`src/rtl/seq_mult_shift_add.sv`:
```
// seq_mult_shift_add: iterative unsigned shift-add multiplier.
// One multiplier bit per clock, start/busy/done handshake.
module seq_mult_shift_add #(
  parameter int XW = 3,
  parameter int YW = 2
) (
  input  logic            clk,
  input  logic            rst,
  input  logic            start,
  input  logic [XW-1:0]   x,
  input  logic [YW-1:0]   y,
  output logic            busy,
  output logic            done,
  output logic [XW+YW-1:0] p
);

  localparam int PW = XW + YW;
  localparam int CW = $clog2(YW + 1);
  localparam logic [CW-1:0] LAST = CW'(YW - 1);

  typedef enum logic {
    IDLE,
    RUN
  } state_e;

  state_e        state_q, state_d;
  logic [PW-1:0] xr_q, xr_d;
  logic [YW-1:0] yr_q, yr_d;
  logic [PW-1:0] acc_q, acc_d;
  logic [PW-1:0] p_q, p_d;
  logic [CW-1:0] cnt_q, cnt_d;
  logic          busy_q, busy_d;
  logic          done_q, done_d;
  logic [PW-1:0] acc_sum;

  // Partial-product add for the current multiplier bit
  always_comb begin
    acc_sum = acc_q + (yr_q[0] ? xr_q : '0);
  end

  // Next-state and datapath control; done is a one-cycle pulse
  always_comb begin
    state_d = state_q;
    xr_d    = xr_q;
    yr_d    = yr_q;
    acc_d   = acc_q;
    p_d     = p_q;
    cnt_d   = cnt_q;
    busy_d  = busy_q;
    done_d  = 1'b0;
    unique case (state_q)
      IDLE: begin
        if (start) begin
          xr_d    = {{YW{1'b0}}, x};
          yr_d    = y;
          acc_d   = '0;
          cnt_d   = '0;
          busy_d  = 1'b1;
          state_d = RUN;
        end
      end
      RUN: begin
        acc_d = acc_sum;
        xr_d  = xr_q << 1;
        yr_d  = yr_q >> 1;
        cnt_d = cnt_q + 1'b1;
        if (cnt_q == LAST) begin
          p_d     = acc_sum;
          done_d  = 1'b1;
          busy_d  = 1'b0;
          state_d = IDLE;
        end
      end
      default: state_d = IDLE;
    endcase
  end

  // State and datapath registers; reset abandons any operation
  always_ff @(posedge clk or posedge rst) begin
    if (rst) begin
      state_q <= IDLE;
      xr_q    <= '0;
      yr_q    <= '0;
      acc_q   <= '0;
      p_q     <= '0;
      cnt_q   <= '0;
      busy_q  <= 1'b0;
      done_q  <= 1'b0;
    end else begin
      state_q <= state_d;
      xr_q    <= xr_d;
      yr_q    <= yr_d;
      acc_q   <= acc_d;
      p_q     <= p_d;
      cnt_q   <= cnt_d;
      busy_q  <= busy_d;
      done_q  <= done_d;
    end
  end

  assign busy = busy_q;
  assign done = done_q;
  assign p    = p_q;

endmodule

```
`config.mk`:
```
export PLATFORM = sky130hd
export DESIGN_NAME = seq_mult_shift_add
export DESIGN_NICKNAME = d
export VERILOG_FILES = /design/src/rtl/seq_mult_shift_add.sv
export SDC_FILE = /design/constraint.sdc
export NUM_CORES = 1
export LEC_CHECK = 0
export CAP_MARGIN = 5
export CORE_AREA = 3 3 53 55
export DETAILED_ROUTE_END_ITERATION = 6
export DIE_AREA = 0 0 56 58
export PLACE_DENSITY = 0.69
export SYNTH_ARGS = -nofsm -noshare
export SYNTH_HDL_FRONTEND = slang
export SYNTH_SLANG_ARGS = --single-unit
```
`constraint.sdc`:
```
create_clock -name clk -period 2 [get_ports clk]
set_input_delay 0.6 -clock clk [delete_from_list [all_inputs] [get_ports clk]]
set_output_delay 0.6 -clock clk [all_outputs]
set_load 0.02 [all_outputs]
```
Word level (Yosys, flattened, before mapping)
Cells that the tools add are included.
{"block": "op_classes", "addsub": 2, "eq_ne": 3, "muxes": 17, "bitwise_logic": 1, "n_reduce_logical": 2}
{"operator": "$pmux W5 S2", "count": 2}
{"operator": "$mux W5", "count": 3}
{"operator": "$pmux W2 S2", "count": 2}
{"operator": "$mux W1", "count": 6}
{"operator": "$add A5 B5 Y5", "count": 1}
{"operator": "$mux W2", "count": 2}
{"operator": "$pmux W1 S2", "count": 2}
{"operator": "$reduce_and A2 Y1", "count": 2}
{"operator": "$add A2 B1 Y2 const B", "count": 1}
{"operator": "$eq A2 B1 Y1 const B", "count": 1}
{"operator": "$ne A2 B1 Y1 const B", "count": 1}
{"operator": "$ne A2 B2 Y1 const B", "count": 1}
{"operator": "$not A1 Y1", "count": 1}
{"block": "totals", "regBits": 22, "wordCells": 33}

Depth between registers and ports, before layout
{"block": "depth", "depth_word": 3, "depth_mapped": 7, "depth_no_buf": 7}

Least setup slack after synthesis
OpenSTA, ideal clock, no wires.
{"block": "synth_path", "path_kind": "flip-flop to flip-flop", "startpoint": "register yr_q[0]", "endpoint": "register p_q[4] (netlist: p[4])", "setup_time_ps": 125, "arrival_ps": 2100, "required_ps": 1875, "setup_slack_ps": -225, "path_stages_with_launch": 8, "n_path_buf": 0, "cell_sequence": "dfrtp_1 and2_1 ha_1 fa_1 a21o_1 a21oi_2 xor3_1 mux2_4"}
{"block": "synth_via", "elab_chain_len": 2}
{"item": "start, declared", "line_no": "28", "rtl": "logic [YW-1:0] yr_q, yr_d;"}
{"item": "start signal, assigned", "line_no": "92", "rtl": "yr_q <= yr_d;"}
{"item": "$mux W5", "line_no": "38", "rtl": "acc_sum = acc_q + (yr_q[0] ? xr_q : '0);"}
{"item": "$add A5 B5 Y5", "line_no": "38"}
{"item": "end signal, assigned", "line_no": "94", "rtl": "p_q <= p_d;"}
{"item": "end, declared", "line_no": "30", "rtl": "logic [PW-1:0] p_q, p_d;"}
No other way between the ends.
A chain may end at the register's enable or synchronous reset.

Worst setup path in the final report
{"block": "layout_path", "startpoint": "register xr_q[0]", "endpoint": "register p_q[4] (netlist: p[4])"}
{"block": "layout_via", "elab_chain_len": 2}
{"item": "start, declared", "line_no": "27", "rtl": "logic [PW-1:0] xr_q, xr_d;"}
{"item": "start signal, assigned", "line_no": "91", "rtl": "xr_q <= xr_d;"}
{"item": "$mux W5", "line_no": "38"}
{"item": "$add A5 B5 Y5", "line_no": "38"}
No other way between the ends.

==> results.txt <==
The static leakage came out at 0.000722 uW. The number of antenna violations at the first check in global routing came out at 0. The startpoint type of the worst setup path is a flip-flop. Of the available clock period, the critical path in the final layout requires 1.01.

The count of nets left with antenna violations once routing finished came out at 0. The post-route non-filler standard cell count is 155. The achievable clock frequency came out at 493 MHz.

The CTS clock-pin slew for the worst setup and hold paths is 0.13 ns. The hold path startpoint is p[2]$_DFFE_PP0P_. In this run the deepest clock path goes through 2 buffers. The number of port buffers came out at 14. The TritonCTS sink count is 22.

The internal portion of the total power is 1210 uW. The quantity of hold-fixing buffers added after cts came out at 0. The total DRC errors in the routed layout is 0.

The average wire per cell in the routed design came out at 13.2 microns. The analysis attributes to net switching a power of 617 uW. The count of antenna diodes in the layout came out at 0. The DRC marker count from the first detailed-route iteration is 6. TritonCTS built the clock tree. The number of stages on the worst hold path is 2.

In the post-synthesis netlist, the biggest area contributors are sky130_fd_sc_hd__dfrtp_1, sky130_fd_sc_hd__mux2i_1, sky130_fd_sc_hd__ha_1, sky130_fd_sc_hd__nand2b_1, sky130_fd_sc_hd__mux2_2. The number of cells in the design after placement is 147. The type of the setup path with the least slack is reg2reg. The die outline area came out at 0.00325 sq mm. The growth of design area from synthesis to finish is 30.0%. IR analysis of the VDD net gives a maximum drop of 0.000829 V. Measured in cells, the most critical reg-to-reg path has a length of 7.

The combined buffer and inverter count along the critical path came out at 0. The worst-case setup margin in the final layout is -0.0266 ns. During I/O placement, the number of pins put on the boundary was 15.

The worst-case clock skew came out at 0.0115 ns. STA classifies the critical path endpoint as a flip-flop. The synthesized area per cell came out at 11.0 sq um. The number of search-and-repair iterations in the first detailed-routing pass came out at 4. The detailed placement HPWL is 1400 microns. STA puts the critical path data required time at 2.20 ns. The signal on the critical path passes through and2_4 -> ha_4 -> fa_2 -> a21o_1 -> a21oi_2 -> xor3_1 -> mux2_4. The worst-margin pin slew came out at 0.279 ns. The power per standard cell area came out at 1270 mW/mm^2. The run finished, with violations left. Synthesis produced a netlist whose cell count is 100. The congestion estimate from routability-driven global placement came to 0.716.

The min-delay analysis places its worst path in the category reg2reg. Data on the critical path arrives at its endpoint at 2.23 ns. The switching share of total power is 0.338. The largest fanout on the critical path is 2. The combinational fraction of design power is 0.417. Summed over all instances, the cell type with the most area after synthesis is sky130_fd_sc_hd__dfrtp_1.

The area of placed instances came out at 0.00132 sq mm. Of the cells placed in the final design, the portion with a size suffix greater than 1 is 0.216. The final max-slew violation count is 0. The proportion of synthesized chip area in sequential cells came out at 0.499. The final cell area excluding filler cells is 0.00144 sq mm. The clock latency at the later pin of the worst-skew pair came out at 0.31 ns. The root buffer cell chosen for the clock tree is sky130_fd_sc_hd__clkbuf_4.

After detailed routing, the number of vias per cell comes to 5.04. The total grt overflow is 0. Of the total power, the clock network draws 0.186. The count of vias placed by the detailed router came out at 781.

The number of failing hold endpoints at the final stage is 0. The total length of routed wires is 2040 microns. The die is 58 microns tall. Setup repair after global routing could not meet its margin everywhere. The number of nets in the layout is 140.

The number of global-route vias before repair came out at 814. Entering global routing, the biggest net connects 23 pins. Headroom to the max-slew limit came out at 0.814. The worst register-to-register path ends at p[4]$_DFFE_PP0P_. Of the post-synthesis cell area, the dominant cell type holds 0.499. The stage delay of the slowest cell on the critical path is 0.41 ns. The floorplan die width came out at 56 microns.

The largest individual stage delay along the critical path comes from the cell sky130_fd_sc_hd__dfrtp_1. The worst reg-to-reg setup slack is -0.03 ns. Of the total power, registers draw 0.396. The number of distinct library cells after synthesis came out at 25. In this run the critical register-to-register path is launched from xr_q[0]$_DFFE_PP0P_. The level count of the clock H-tree came out at 1. The routed design could run at a clock period as short as 2.03 ns. At the end of the flow the core is filled with cells to 0.590. The number of max-cap violations is 0. Summing every instance area after synthesis gives 0.00110 sq mm. The worst hold path terminates at p[2]$_DFFE_PP0P_. The family of cells with the greatest summed delay on the critical path is adder cells. The placeable core area is 0.00243 sq mm. The effective utilization at floorplan is 0.454. The CTS buffer count came out at 3.

Counting every net in the synthesized netlist gives 114. After floorplanning, the core was divided into 18 placement rows. Setup violations remaining at the end of the flow were counted as 2. Across every metal layer, demand over resource in global routing totals 0.144. The number of warnings printed during yosys synthesis came out at 0. The final reports fail on negative setup slack. The number of flip-flops and latches in the synthesized netlist came out at 22. The global-route wire length before repair came out at 3710 microns.
-- registers in the layout (all words and copies together) (netlist names) --
signal / count
acc_q: 5
state_q: 1
cnt_q: 2
busy: 1
p: 5
xr_q: 5
yr_q: 2
done: 1
-- Yosys cell counts, drive strengths merged --
library cell / number
mux2: 5
nor2: 5
nand2b: 8
xnor2: 3
and2: 4
o21ai: 8
dfrtp: 22
mux2i: 7
nand3: 1
ha: 5
inv: 4
nor3b: 1
nand2: 11
nand4: 1
fa: 1
o211ai: 1
o22ai: 1
o31ai: 1
clkbuf: 1
xor3: 1
buf: 4
a21o: 3
a21oi: 2
-- how the worst max path moves through the flow --
stage | from | to | slack [ns] | depth (start not counted)
floorplan | yr_q[0]$_DFFE_PP0P_ | p[4]$_DFFE_PP0P_ | -0.04 | 7
CTS | xr_q[0]$_DFFE_PP0P_ | p[4]$_DFFE_PP0P_ | -0.01 | 7
detailed placement | xr_q[0]$_DFFE_PP0P_ | acc_q[4]$_DFFE_PP0P_ | -0.002 | 8
global placement | xr_q[0]$_DFFE_PP0P_ | acc_q[4]$_DFFE_PP0P_ | 0.02 | 8
finish | xr_q[0]$_DFFE_PP0P_ | p[4]$_DFFE_PP0P_ | -0.03 | 7
global route | xr_q[0]$_DFFE_PP0P_ | p[4]$_DFFE_PP0P_ | -0.10 | 7
-- cells by family after synthesis --
logic type,share of synthesized area
muxes,0.118
DFF,0.499
xor gates and xnor gates,0.0454
and+or+nand+nor,0.139
buffers and inverters,0.0351
adders and majority gates,0.0748
AOI/OAI and AO/OA,0.0884
-- cell usage in the layout, fill, tap and decap left out, types with 4 or more instances in the layout --
| cell | n |
|---|---|
| sky130_fd_sc_hd__buf_4 | 11 |
| sky130_fd_sc_hd__clkdlybuf4s50_1 | 14 |
| sky130_fd_sc_hd__dfrtp_1 | 22 |
| sky130_fd_sc_hd__ha_1 | 4 |
| sky130_fd_sc_hd__inv_1 | 4 |
| sky130_fd_sc_hd__mux2i_1 | 7 |
| sky130_fd_sc_hd__nand2_1 | 11 |
| sky130_fd_sc_hd__nand2b_1 | 8 |
| sky130_fd_sc_hd__nor2_1 | 5 |
| sky130_fd_sc_hd__o21ai_0 | 8 |
-- power groups by stage --
stage               Clock (uW)  Combinational, uW  Sequential [uW]
floorplan                    0                419              769
global placement             0                699              717
detailed placement           0                728              722
CTS                        345                742              713
global route               365                858              750
finish                     340                762              724
-- worst register-to-register path, cell delays in order, from the launching register on --
cell	delay, ns
sky130_fd_sc_hd__dfrtp_1	0.41
sky130_fd_sc_hd__and2_4	0.17
sky130_fd_sc_hd__ha_4	0.16
sky130_fd_sc_hd__fa_2	0.34
sky130_fd_sc_hd__a21o_1	0.18
sky130_fd_sc_hd__a21oi_2	0.16
sky130_fd_sc_hd__xor3_1	0.23
sky130_fd_sc_hd__mux2_4	0.27
-- area by class of cell --
type                    instances  area (sq um)
fillers                       211           997
inverters                       4          15.0
clock inverters                 1          30.0
repair buffers                 26           234
clock buffers                   3          22.5
well taps                      30          37.5
flip-flops and latches         22           551
multi-input cells              69           546
-- stage by stage --
step                      power, uW  setup WS [ns]  hold slack [ns]   TNS, ns
final                          1830        -0.0266            0.501   -0.0345
after global routing           1970         -0.101            0.534    -0.166
after CTS                      1800        -0.0122            0.507   -0.0122
after detailed placement       1450       -0.00155            0.480  -0.00155
after global placement         1420         0.0245            0.462         0
after floorplan                1190        -0.0363            0.452   -0.0363
-- layer usage --
metal / global-route usage / part of all wire / wire length, microns / vias to the layer above
met2: 0.232 / 0.47 / 959 / 11
met1: 0.197 / 0.49 / 1000 / 382
met5: 0 / 0 / 0 / -
met4: 0.0508 / 0.012 / 25 / 0
li1: - / - / - / 384
met3: 0.0267 / 0.027 / 55 / 4
-- what timing repair did --
| item | 4_1_cts | 5_1_grt |
|---|---|---|
| buffers inserted | 2 | 2 |
| endpoints found under the setup margin | 2 | 2 |
| resized for setup | 2 | 4 |
| pin swaps | 2 | 1 |
| hold endpoints to repair | 0 | 0 |
No activity file was read; power rests on OpenSTA's default activity.
